<file path="config.mk">
export PLATFORM = sky130hd
export DESIGN_NAME = gat_bram_load_bridge_flat
export DESIGN_NICKNAME = d
export VERILOG_FILES = /design/src/rtl/gat_bram_load_bridge_pkg.sv /design/src/rtl/gat_bram_load_bridge_if.sv /design/src/rtl/gat_bram_load_bridge_wr_ch.sv /design/src/rtl/gat_bram_load_bridge.sv /design/src/flat_wrapper.sv
export SDC_FILE = /design/constraint.sdc
export NUM_CORES = 1
export LEC_CHECK = 0
export CORE_AREA = 2 2 190 192
export CTS_CLUSTER_DIAMETER = 30
export DETAILED_ROUTE_END_ITERATION = 7
export DIE_AREA = 0 0 192 194
export GPL_TIMING_DRIVEN = 1
export SLEW_MARGIN = 40
export SYNTH_ARGS = -nofsm -noshare
export SYNTH_HDL_FRONTEND = slang
export SYNTH_SLANG_ARGS = --single-unit
</file>
<file path="constraint.sdc">
create_clock -name clk -period 3 [get_ports clk]
set_clock_uncertainty 0.15 [all_clocks]
set_input_delay 0.3 -clock clk [delete_from_list [all_inputs] [get_ports clk]]
set_output_delay 0.3 -clock clk [all_outputs]
set_load 0.005 [all_outputs]
</file>
<file path="src/rtl/gat_bram_load_bridge_pkg.sv">
// gat_bram_load_bridge_pkg: shared types, status field offsets and width mask helper for the GAT BRAM load bridge
package gat_bridge_pkg;

  typedef enum logic [2:0] {IDLE, LOAD, START, BUSY, DONE} bridge_state_e;

  localparam int ST_STATE_LSB = 0;
  localparam int ST_DONE_LSB  = 8;
  localparam int ST_MISM_LSB  = 16;
  localparam int ST_REJ_LSB   = 24;

  function automatic logic [63:0] width_mask(input int w);
    return (w >= 64) ? '1 : ((64'd1 << w) - 64'd1);
  endfunction

endpackage

</file>
<file path="src/rtl/gat_bram_load_bridge_if.sv">
// gat_bram_load_bridge_if: host-side write ports and BRAM-side write strobes for all channels
//   s_din/s_ena/s_wea/s_addra : byte-addressed host writes (driven by master)
//   m_din/m_we/m_addr         : word-addressed, width-masked BRAM writes (driven by slave)
interface gat_bram_load_bridge_if #(
  parameter int NUM_CH    = 3,
  parameter int TOP_WIDTH = 32,
  parameter int ADDR_W    = 18
);
  logic [NUM_CH*TOP_WIDTH-1:0]  s_din;
  logic [NUM_CH-1:0]            s_ena;
  logic [NUM_CH-1:0]            s_wea;
  logic [NUM_CH*(ADDR_W+2)-1:0] s_addra;
  logic [NUM_CH*TOP_WIDTH-1:0]  m_din;
  logic [NUM_CH-1:0]            m_we;
  logic [NUM_CH*ADDR_W-1:0]     m_addr;

  modport master (output s_din, s_ena, s_wea, s_addra, input m_din, m_we, m_addr);
  modport slave  (input s_din, s_ena, s_wea, s_addra, output m_din, m_we, m_addr);
endinterface

</file>
<file path="src/rtl/gat_bram_load_bridge_wr_ch.sv">
// gat_bridge_wr_ch: one write channel - mask, byte-to-word address, registered write, word count, done/mismatch
//   i_acc_en   : writes may be accepted (IDLE or LOAD)
//   i_load     : bridge is in LOAD, ld_done edges are honoured
//   i_clr      : bridge leaving DONE, clears count and flags
//   i_din/i_ena/i_wea/i_addra : host write port
//   i_ld_done  : load-done level for this channel
//   o_din/o_we/o_addr : registered BRAM write
//   o_acc/o_rej       : write accepted / dropped this cycle
//   o_done/o_mismatch : channel load finished / word count differed from DEPTH
module gat_bridge_wr_ch
  import gat_bridge_pkg::*;
#(
  parameter int          TOP_WIDTH = 32,
  parameter int          ADDR_W    = 18,
  parameter int          DATA_W    = 32,
  parameter logic [31:0] DEPTH     = 32'd0
) (
  input  logic                 clk,
  input  logic                 rst_n,
  input  logic                 i_acc_en,
  input  logic                 i_load,
  input  logic                 i_clr,
  input  logic [TOP_WIDTH-1:0] i_din,
  input  logic                 i_ena,
  input  logic                 i_wea,
  input  logic [ADDR_W+1:0]    i_addra,
  input  logic                 i_ld_done,
  output logic [TOP_WIDTH-1:0] o_din,
  output logic                 o_we,
  output logic [ADDR_W-1:0]    o_addr,
  output logic                 o_acc,
  output logic                 o_rej,
  output logic                 o_done,
  output logic                 o_mismatch
);
  localparam logic [TOP_WIDTH-1:0] MASK = TOP_WIDTH'(width_mask(DATA_W));

  logic                 w_wr;
  logic                 w_acc;
  logic [ADDR_W:0]      w_wcnt_nxt;
  logic                 w_unused;
  logic [ADDR_W:0]      r_wcnt;
  logic [TOP_WIDTH-1:0] r_din;
  logic [ADDR_W-1:0]    r_addr;
  logic                 r_we;
  logic                 r_ld_q;
  logic                 r_done;
  logic                 r_mismatch;

  assign w_wr       = i_ena & i_wea;
  assign w_acc      = w_wr & i_acc_en;
  // count includes a write landing in the same cycle as the ld_done edge
  assign w_wcnt_nxt = r_wcnt + {{ADDR_W{1'b0}}, w_acc & ~&r_wcnt};
  assign w_unused   = ^i_addra[1:0];

  always_ff @(posedge clk)
    if (!rst_n) begin
      r_we       <= 1'b0;
      r_din      <= '0;
      r_addr     <= '0;
      r_ld_q     <= 1'b0;
      r_wcnt     <= '0;
      r_done     <= 1'b0;
      r_mismatch <= 1'b0;
    end else begin
      r_we   <= w_acc;
      r_din  <= w_acc ? i_din & MASK : '0;
      r_addr <= w_acc ? i_addra[ADDR_W+1:2] : '0;
      r_ld_q <= i_ld_done;
      if (i_clr) begin
        r_wcnt     <= '0;
        r_done     <= 1'b0;
        r_mismatch <= 1'b0;
      end else begin
        r_wcnt <= w_wcnt_nxt;
        if (i_load && i_ld_done && !r_ld_q && !r_done) begin
          r_done     <= 1'b1;
          r_mismatch <= 32'(w_wcnt_nxt) != DEPTH;
        end
      end
    end

  assign o_din      = r_din;
  assign o_we       = r_we;
  assign o_addr     = r_addr;
  assign o_acc      = w_acc;
  assign o_rej      = w_wr & ~i_acc_en;
  assign o_done     = r_done;
  assign o_mismatch = r_mismatch;
endmodule

</file>
<file path="src/rtl/gat_bram_load_bridge.sv">
// gat_bram_load_bridge: host-to-GAT-core bridge - per-channel BRAM loads, load/start/busy/done sequencing, feature readback
//   clk, rst_n (sync, active-low); bus (slave): channel write ports
//   gat_layer, ld_done          : register-bank controls
//   core_start/core_layer/core_ready : core handshake
//   rd_en/rd_addrb/m_rd_addr/m_rd_dout/rd_dout/rd_valid : latency-matched feature readback
//   status, perf_cycles, irq    : reporting
// Optional: GAT_BRIDGE_PERF_CNT_EN builds the busy-cycle counter; otherwise perf_cycles is 0.
module gat_bram_load_bridge
  import gat_bridge_pkg::*;
#(
  parameter int                  NUM_CH    = 3,
  parameter int                  TOP_WIDTH = 32,
  parameter int                  ADDR_W    = 18,
  parameter logic [NUM_CH*8-1:0]  CH_DATA_W = {8'd8, 8'd20, 8'd19},
  parameter logic [NUM_CH*32-1:0] CH_DEPTH  = {32'd22928, 32'd13264, 32'd242101},
  parameter int                  RD_LAT    = 2
) (
  input  logic                   clk,
  input  logic                   rst_n,
  input  logic                   gat_layer,
  input  logic [NUM_CH-1:0]      ld_done,
  gat_bram_load_bridge_if.slave  bus,
  output logic                   core_start,
  output logic                   core_layer,
  input  logic                   core_ready,
  input  logic                   rd_en,
  input  logic [ADDR_W+1:0]      rd_addrb,
  output logic [ADDR_W-1:0]      m_rd_addr,
  input  logic [TOP_WIDTH-1:0]   m_rd_dout,
  output logic [TOP_WIDTH-1:0]   rd_dout,
  output logic                   rd_valid,
  output logic [TOP_WIDTH-1:0]   status,
  output logic [TOP_WIDTH-1:0]   perf_cycles,
  output logic                   irq
);
  bridge_state_e               r_state;
  logic                        r_start;
  logic                        r_layer;
  logic                        r_irq;
  logic [7:0]                  r_rej;
  logic [RD_LAT:0]             r_vp;
  logic [ADDR_W-1:0]           r_rd_addr;
  logic                        w_acc_en;
  logic                        w_load;
  logic                        w_clr;
  logic [NUM_CH-1:0]           w_acc;
  logic [NUM_CH-1:0]           w_rej;
  logic [NUM_CH-1:0]           w_done;
  logic [NUM_CH-1:0]           w_mism;
  logic [NUM_CH*TOP_WIDTH-1:0] w_m_din;
  logic [NUM_CH-1:0]           w_m_we;
  logic [NUM_CH*ADDR_W-1:0]    w_m_addr;
  logic [8:0]                  w_rej_tot;
  logic                        w_unused;

  assign w_acc_en = r_state == IDLE || r_state == LOAD;
  assign w_load   = r_state == LOAD;
  assign w_clr    = r_state == DONE && ld_done == '0;

  for (genvar c = 0; c < NUM_CH; c++) begin : g_ch
    gat_bridge_wr_ch #(
      .TOP_WIDTH(TOP_WIDTH),
      .ADDR_W   (ADDR_W),
      .DATA_W   (int'(CH_DATA_W[c*8 +: 8])),
      .DEPTH    (CH_DEPTH[c*32 +: 32])
    ) u_ch (
      .clk       (clk),
      .rst_n     (rst_n),
      .i_acc_en  (w_acc_en),
      .i_load    (w_load),
      .i_clr     (w_clr),
      .i_din     (bus.s_din[c*TOP_WIDTH +: TOP_WIDTH]),
      .i_ena     (bus.s_ena[c]),
      .i_wea     (bus.s_wea[c]),
      .i_addra   (bus.s_addra[c*(ADDR_W+2) +: ADDR_W+2]),
      .i_ld_done (ld_done[c]),
      .o_din     (w_m_din[c*TOP_WIDTH +: TOP_WIDTH]),
      .o_we      (w_m_we[c]),
      .o_addr    (w_m_addr[c*ADDR_W +: ADDR_W]),
      .o_acc     (w_acc[c]),
      .o_rej     (w_rej[c]),
      .o_done    (w_done[c]),
      .o_mismatch(w_mism[c])
    );
  end

  assign bus.m_din  = w_m_din;
  assign bus.m_we   = w_m_we;
  assign bus.m_addr = w_m_addr;

  always_ff @(posedge clk)
    if (!rst_n) begin
      r_state <= IDLE;
      r_start <= 1'b0;
      r_layer <= 1'b0;
      r_irq   <= 1'b0;
    end else begin
      r_start <= 1'b0;
      r_irq   <= 1'b0;
      case (r_state)
        IDLE:    if (|w_acc) r_state <= LOAD;
        LOAD:    if (&w_done) begin
                   r_state <= START;
                   r_start <= 1'b1;
                 end
        START:   begin
                   r_state <= BUSY;
                   r_layer <= gat_layer;
                 end
        BUSY:    if (core_ready) begin
                   r_state <= DONE;
                   r_irq   <= 1'b1;
                 end
        DONE:    if (w_clr) r_state <= IDLE;
        default: r_state <= IDLE;
      endcase
    end

  // several channels can be rejected in one cycle
  assign w_rej_tot = {1'b0, r_rej} + 9'($countones(w_rej));

  always_ff @(posedge clk)
    if (!rst_n) r_rej <= '0;
    else r_rej <= w_rej_tot[8] ? 8'hFF : w_rej_tot[7:0];

`ifdef GAT_BRIDGE_PERF_CNT_EN
  logic [TOP_WIDTH-1:0] r_perf;
  always_ff @(posedge clk)
    if (!rst_n) r_perf <= '0;
    else if (r_state == START) r_perf <= '0;
    else if (r_state == BUSY && r_perf != '1) r_perf <= r_perf + TOP_WIDTH'(1);
  assign perf_cycles = r_perf;
`else
  assign perf_cycles = '0;
`endif

  // valid walks RD_LAT+1 stages: one for the address register, RD_LAT for the BRAM
  always_ff @(posedge clk)
    if (!rst_n) begin
      r_vp      <= '0;
      r_rd_addr <= '0;
    end else begin
      r_vp <= (r_vp << 1) | (RD_LAT+1)'(rd_en);
      if (rd_en) r_rd_addr <= rd_addrb[ADDR_W+1:2];
    end

  assign w_unused  = ^rd_addrb[1:0];
  assign m_rd_addr = r_rd_addr;
  assign rd_valid  = r_vp[RD_LAT];
  assign rd_dout   = rd_valid ? m_rd_dout : '0;

  always_comb begin
    status = '0;
    status[ST_STATE_LSB +: 3]    = r_state;
    status[ST_DONE_LSB +: NUM_CH] = w_done;
    status[ST_MISM_LSB +: NUM_CH] = w_mism;
    status[ST_REJ_LSB +: 8]      = r_rej;
  end

  assign core_start = r_start;
  assign core_layer = r_layer;
  assign irq        = r_irq;
endmodule

</file>
<file path="src/flat_wrapper.sv">
// flat-port wrapper written by rule: the top's interface ports become plain ports
module gat_bram_load_bridge_flat import gat_bridge_pkg::*;
#(
  parameter int                  NUM_CH    = 3,
  parameter int                  TOP_WIDTH = 32,
  parameter int                  ADDR_W    = 18,
  parameter logic [NUM_CH*8-1:0]  CH_DATA_W = {8'd8, 8'd20, 8'd19},
  parameter logic [NUM_CH*32-1:0] CH_DEPTH  = {32'd22928, 32'd13264, 32'd242101},
  parameter int                  RD_LAT    = 2
)
  (clk, rst_n, gat_layer, ld_done, core_start, core_layer, core_ready, rd_en, rd_addrb, m_rd_addr, m_rd_dout, rd_dout, rd_valid, status, perf_cycles, irq, bus_s_din, bus_s_ena, bus_s_wea, bus_s_addra, bus_m_din, bus_m_we, bus_m_addr);
  gat_bram_load_bridge_if #(.NUM_CH(NUM_CH), .TOP_WIDTH(TOP_WIDTH), .ADDR_W(ADDR_W)) bus_i ();
  input  logic clk;
  input  logic rst_n;
  input  logic gat_layer;
  input  logic [NUM_CH-1:0] ld_done;
  output logic core_start;
  output logic core_layer;
  input  logic core_ready;
  input  logic rd_en;
  input  logic [ADDR_W+1:0] rd_addrb;
  output logic [ADDR_W-1:0] m_rd_addr;
  input  logic [TOP_WIDTH-1:0] m_rd_dout;
  output logic [TOP_WIDTH-1:0] rd_dout;
  output logic rd_valid;
  output logic [TOP_WIDTH-1:0] status;
  output logic [TOP_WIDTH-1:0] perf_cycles;
  output logic irq;
  input wire logic [$bits(bus_i.s_din)-1:0] bus_s_din;
  input wire logic [$bits(bus_i.s_ena)-1:0] bus_s_ena;
  input wire logic [$bits(bus_i.s_wea)-1:0] bus_s_wea;
  input wire logic [$bits(bus_i.s_addra)-1:0] bus_s_addra;
  output wire logic [$bits(bus_i.m_din)-1:0] bus_m_din;
  output wire logic [$bits(bus_i.m_we)-1:0] bus_m_we;
  output wire logic [$bits(bus_i.m_addr)-1:0] bus_m_addr;
  assign bus_i.s_din = bus_s_din;
  assign bus_i.s_ena = bus_s_ena;
  assign bus_i.s_wea = bus_s_wea;
  assign bus_i.s_addra = bus_s_addra;
  assign bus_m_din = bus_i.m_din;
  assign bus_m_we = bus_i.m_we;
  assign bus_m_addr = bus_i.m_addr;
  gat_bram_load_bridge #(.NUM_CH(NUM_CH), .TOP_WIDTH(TOP_WIDTH), .ADDR_W(ADDR_W), .CH_DATA_W(CH_DATA_W), .CH_DEPTH(CH_DEPTH), .RD_LAT(RD_LAT)) u_core (.clk(clk), .rst_n(rst_n), .gat_layer(gat_layer), .ld_done(ld_done), .bus(bus_i), .core_start(core_start), .core_layer(core_layer), .core_ready(core_ready), .rd_en(rd_en), .rd_addrb(rd_addrb), .m_rd_addr(m_rd_addr), .m_rd_dout(m_rd_dout), .rd_dout(rd_dout), .rd_valid(rd_valid), .status(status), .perf_cycles(perf_cycles), .irq(irq));
endmodule
</file>
==> results of run 1 <==
## final cells by class
type | instances | area share
flip-flops and latches | 205 | 0.288
multi-input cells | 645 | 0.270
repair buffers | 382 | 0.261
clock buffers | 58 | 0.0963
clock inverters | 35 | 0.0414
well taps | 461 | 0.0405
inverters | 8 | 0.00211
diodes | 1 | 0.000176
## stage by stage
stage / setup slack (ns) / std cells / util
after detailed placement: -0.0364 / 1699 / 0.347
final: 0.146 / 1795 / 0.405
after CTS: 0.101 / 1792 / 0.403
after global placement: 0.0220 / 1699 / 0.347
after floorplan: 0.166 / 997 / -
after global routing: -0.0245 / 1794 / 0.404
## critical path, cell delays in order, from the launching register on
cell and delay (ns):
dfxtp_1 0.34, and4_1 0.23, and4bb_2 0.25, and2_1 0.18
a31oi_2 0.23, ha_2 0.22, and3_1 0.21, nand2_2 0.10
or4_1 0.47, a211oi_1 0.25, a31oi_1 0.10
## power by group through the flow
stage               clock network (mW)  logic (mW)  registers, mW
finish                            6.19       0.550           2.83
global route                      6.45       0.604           2.84
CTS                               6.31       0.556           2.83
detailed placement                   0       0.552           2.88
global placement                     0       0.549           2.88
floorplan                            0       0.247           2.88
## path summary, 6_finish.rpt
path                                      start                              to  slack (ns)  cells past startpoint
setup / recovery  u_core.g_ch[2].u_ch.r_wcnt[2]  u_core.g_ch[2].u_ch.o_mismatch        0.15                     10
hold / removal                     bus_s_din[6]    u_core.g_ch[0].u_ch.o_din[6]        0.16                      2
setup reg to reg  u_core.g_ch[2].u_ch.r_wcnt[2]  u_core.g_ch[2].u_ch.o_mismatch        0.15                     10
hold reg to reg                  u_core.r_vp[0]                  u_core.r_vp[1]        0.28                      1
## sequential cells by signal, summed over array words and instances (netlist names)
signal,cells
u_core.m_rd_addr,18
u_core.irq,1
u_core.g_ch.u_ch.r_wcnt,57
u_core.g_ch.u_ch.o_din,47
u_core.r_state,3
u_core.r_vp,3
u_core.g_ch.u_ch.o_done,3
u_core.g_ch.u_ch.r_ld_q,3
u_core.core_start,1
u_core.g_ch.u_ch.o_we,3
u_core.core_layer,1
u_core.g_ch.u_ch.o_addr,54
u_core.r_rej,8
u_core.g_ch.u_ch.o_mismatch,3
## per-layer routing
layer,global-route usage,wire [µm],up-vias
li1,-,-,3577
met1,0.157,10600,3275
met2,0.233,13000,292
met3,0.0407,1990,37
met4,0.0430,494,0
met5,0,0,-
## cells in the final DEF (no fill, tap or decap), types with 3 or more instances in the layout
| cell | synthesis | layout |
|---|---|---|
| nor2_1 | 99 | 97 |
| dfxtp_2 | 0 | 5 |
| nand2_1 | 35 | 34 |
| or3_1 | 7 | 7 |
| o21ai_0 | 18 | 18 |
| nor3_2 | 1 | 3 |
| clkbuf_16 | 0 | 51 |
| clkbuf_8 | 0 | 7 |
| buf_4 | 105 | 43 |
| o211ai_1 | 3 | 3 |
| mux2i_1 | 20 | 20 |
| nand4_1 | 19 | 19 |
| conb_1 | 1 | 96 |
| nor3_1 | 12 | 10 |
| and2_1 | 148 | 148 |
| clkinv_2 | 0 | 10 |
| ha_1 | 9 | 7 |
| nor4_2 | 2 | 3 |
| a31oi_1 | 7 | 6 |
| clkdlybuf4s50_1 | 0 | 339 |
| nand3_1 | 31 | 31 |
| xnor2_1 | 23 | 23 |
| a21oi_1 | 16 | 16 |
| bufinv_16 | 0 | 14 |
| and3_1 | 7 | 7 |
| nor3b_1 | 4 | 4 |
| dfxtp_1 | 205 | 200 |
| inv_1 | 7 | 7 |
| nor4_1 | 6 | 5 |
| nand4b_1 | 6 | 6 |
| clkinvlp_4 | 0 | 7 |
| and4_1 | 3 | 3 |
| xor2_1 | 33 | 33 |
| nor2_2 | 2 | 4 |
| nor2b_1 | 3 | 3 |
| nor4b_1 | 5 | 5 |
## what timing repair did
action                     in CTS  in global routing
gates resized for setup         0                 14
setup endpoints to repair       0                  4
buffers inserted                0                  2
hold buffers                    0                  0
## logic make-up (layout without fill, tap and decap cells)
family,Yosys count,count (layout)
AOI/OAI and AO/OA,56,56
xor gates and xnor gates,56,56
adders and majority gates,11,11
and+or+nand+nor,406,406
buffers and inverters,147,483
muxes,20,20
other,1,97
DFF,205,205
==> results.yml, run 1 <==
run_status:
  status: "finished, final reports clean"
yosys:
  yosys.area_share.xor_xnor: 0.0575
  synth_commonest_cells: "205 x dfxtp_1, 148 x and2_1, 105 x buf_4, 99 x nor2_1, 35 x nand2_1"
  synthMuxAreaShare: 0.0235
  seq_area_frac_synth: 0.481
  yosys_warnings: 0
  synthSimpleGateAreaFrac: 0.267
  yosysMostFrequentCell: "dfxtp_1"
  synth_edf_count: 0
  synth_top_family_by_area: "simple AND/OR/NAND/NOR gates"
  avgSynthCellArea_um2: 9.45
  synth_top_area_share: 0.481
  synth_compound_area_frac: 0.0390
  async_flop_share: 0
  syn_area_mm2: 0.00853
  synth.distinct_cells: 59
  synthAdderAreaFrac: 0.0179
  synth_flop_cell: "dfxtp_1"
  syn_inst: 902
  synth-seq-cells: 205
  synth_top_area_cell: "dfxtp_1"
  synth_area_leaders: "dfxtp_1 48%, and2_1 11%, buf_4 9.2%"
cts:
  clk_path_buf_depth: 3
  clkTransAtPathRegs_ns: 0.05
  clock_latency_ns: 0.54
  h-tree-depth: 2
  clock_sinks: 205
  clockRootBuffer: "clkbuf_16"
  tritoncts: "yes"
  cts_buffers: 50
cells_and_area:
  final_nets: 1525
  drive_above_1_share: 0.126
  fill_cells: 3443
  multi_input_area_mm2: 0.00385
  regArea_mm2: 0.00411
  design_area_mm2: 0.0142
  area_growth_pct: 67.1
critical_path:
  worst_setup_path_end_kind: "flop"
  arrival_ns: 3.12
  crit_path_start_kind: "flop"
  critPathRequiredTime_ns: 3.27
  crit_type: "flop to flop"
  crit_fanout: 5
global_routing:
  grt_max_degree: 40
  first_global_vias: 6934
  grt-ovfl-total: 0
  track_usage: 0.135
  grt_pass1_wl_um: 39200
  antenna_found_initial: 1
pwr:
  seqPwrFrac: 0.296
  peakVddDrop_uv: 483
  p_per_area_mw_per_mm2: 672
  clockPowerShare: 0.647
  intPower_mw: 7.63
  p_switching_mw: 1.95
  comb_power_share: 0.057
  finalPower_mw: 9.58
  p_sw_frac: 0.203
  power_leakage_nw: 5.72
routing:
  antenna_left: 0
  firstDrtPassIters: 6
  wl_per_cell_um: 14.5
  vias: 7181
  totalWireLength_um: 26100
  drt_iter0_markers: 260
  drc: 0
  vias_per_cell: 4.00
sta:
  hold_viol: 0
  finalCriticalPeriod_ns: 2.85
  worstMarginPinSlew_ns: 0.682
  whs_ns: 0.165
  period_share: 0.951
  finalSetupTns_ns: 0
  maxSlewViolCount: 0
  rsz0062_at_grt: "true"
  setup_viol: 0
  relSlewSlack: 0.543
  max_clock_freq_ghz: 0.350
hold_path:
  min_path_type: "input port to flop"
die:
  coreArea_mm2: 0.0352
  initial_core_util: 0.242
  die_w_um: 192
  fp-row-count: 69
  die_area_mm2: 0.0372
  die_y_um: 194
  io-pin-count: 493
placement:
  place_area_mm2: 0.0122
  place_congestion: 0.846
  port-buffer-count: 339
  dpl.hpwl_um: 19500
run:
  max-cap-violations: 0
No activity file was read; power rests on OpenSTA's default activity.
==> run 2: changes to the inputs <==
CORE_AREA = 2 2 194 196   (was 2 2 190 192)
CTS_CLUSTER_DIAMETER = 120   (was 30)
DIE_AREA = 0 0 196 198   (was 0 0 192 194)
DONT_BUFFER_PORTS = 1   (was default)
clock period = 3.2 ns   (was 3 ns; I/O delays follow)
==> results.yml, run 2 (synthesized netlist as in run 1, its figures left out) <==
run_status:
  status: "finished, final reports clean"
cells_and_area:
  multi_input_area_mm2: 0.00383
  final_common_cell: "dfxtp_1"
  antennaDiodeCount: 0
  largest_reg_flops: 57
  design_area_mm2: 0.0109
  fill_cells: 3822
  layout_common_cells: "204 x dfxtp_1, 148 x and2_1, 125 x dlygate4sd3_1"
  regMostFlops: "u_core.g_ch.u_ch.r_wcnt"
  regArea_mm2: 0.00411
  area_growth_pct: 27.4
  drive_above_1_share: 0.0871
  final_nets: 1272
critical_path:
  worst_setup_path_end_kind: "flop"
  crit_type: "flop to flop"
  reg2regPathDepth: 14
  critPathRequiredTime_ns: 3.44
  arrival_ns: 3.12
  crit_fanout: 5
  crit_path_start_kind: "flop"
sta:
  finalCriticalPeriod_ns: 2.88
  relSlewSlack: 0.579
  hold_viol: 0
  finalSetupTns_ns: 0
  worstMarginPinSlew_ns: 0.630
  max_clock_freq_ghz: 0.347
  rsz0062_at_grt: "false"
  setup_viol: 0
  period_share: 0.901
  maxSlewViolCount: 0
cts:
  tritoncts: "yes"
  clkTransAtPathRegs_ns: 0.07
  cts_buffers: 24
  h-tree-depth: 1
  clk_path_buf_depth: 3
  clockRootBuffer: "clkbuf_16"
  clock_latency_ns: 0.53
  clock_sinks: 205
  post_cts_buffers: 0
die:
  die_y_um: 198
  die_w_um: 196
  fp-row-count: 71
  io-pin-count: 493
  die_area_mm2: 0.0388
  coreArea_mm2: 0.0370
  initial_core_util: 0.231
placement:
  place_congestion: 0.787
  dpl.hpwl_um: 17300
  place_area_mm2: 0.00876
  port-buffer-count: 0
global_routing:
  grt_pass1_wl_um: 35200
  first_global_vias: 6068
  grt-ovfl-total: 0
  track_usage: 0.116
  antenna_found_initial: 8
  grt_max_degree: 40
pwr:
  finalPower_mw: 5.82
  peakVddDrop_uv: 402
  p_per_area_mw_per_mm2: 536
  power_leakage_nw: 4.39
routing:
  vias: 6374
  vias_per_cell: 4.17
  wl_per_cell_um: 16.0
  totalWireLength_um: 24500
  drc: 0
  drt_iter0_markers: 382
  antenna_left: 0
  firstDrtPassIters: 5
run:
  max-cap-violations: 0
hold_path:
  min_path_type: "input port to flop"
  hold_depth: 3
run 2: metal layers:
layer  global-route usage  wire, µm  up-vias
met5                    0        49        -
met4               0.0452       852        8
met3               0.0375      2100       60
met2                0.186     11600      326
met1                0.143      9970     2939
li1                     -         -     3041
run 2: cell type report:
class                   count  area share
well taps                 474      0.0546
repair buffers            155       0.136
multi-input cells         645       0.353
inverters                   8     0.00277
flip-flops and latches    205       0.378
clock inverters            12      0.0149
clock buffers              31      0.0614
run 2: critical path, cell delays in order (launching register included):
cell,delay [ns]
dfxtp_1,0.34
nand3_1,0.14
nor3_1,0.07
buf_4,0.15
nand3_1,0.08
nor2_1,0.04
nor4_1,0.24
ha_2,0.30
ha_1,0.24
nand3_1,0.11
xor2_1,0.19
nor4_2,0.28
nand4_1,0.13
nor4_1,0.20
a31oi_1,0.11
run 2: repair_timing:
action,4_1_cts,5_1_grt
endpoints found under the hold margin,137,0
gates resized for setup,0,3
endpoints found under the setup margin,0,2
hold buffers,126,0
run 2: where the power goes:
| group | switching, mW | internal [mW] | leakage (nW) |
|---|---|---|---|
| Combinational | 0.152 | 0.163 | 2.32 |
| Clock | 1.12 | 1.72 | 0.404 |
| Sequential | 0.0489 | 2.62 | 1.67 |
| Total | 1.32 | 4.50 | 4.39 |
run 2: final timing paths:
check,startpoint,to,slack [ns]
worst min register to register,u_core.r_vp[0],u_core.r_vp[1],0.29
worst max-delay path,u_core.g_ch[1].u_ch.r_wcnt[12],u_core.g_ch[1].u_ch.o_mismatch,0.32
worst min-delay path,rst_n,u_core.g_ch[0].u_ch.r_wcnt[9],0.05
worst max register to register,u_core.g_ch[1].u_ch.r_wcnt[12],u_core.g_ch[1].u_ch.o_mismatch,0.32
run 2: stage by stage:
stage                     instances   util  hold slack [ns]  setup slack (ns)
after floorplan                 997      -            0.262             0.366
after global placement         1361  0.237            0.277             0.279
after detailed placement       1361  0.237            0.277             0.271
after CTS                      1530  0.294           0.0461             0.245
after global routing           1530  0.294           0.0752           0.00871
final                          1530  0.294           0.0464             0.318
==> run 3: changes to the inputs <==
GPL_ROUTABILITY_DRIVEN = 0   (was default)
==> results of run 3 <==
Same layout as run 2: the final DEF is identical, and so are final timing and power.
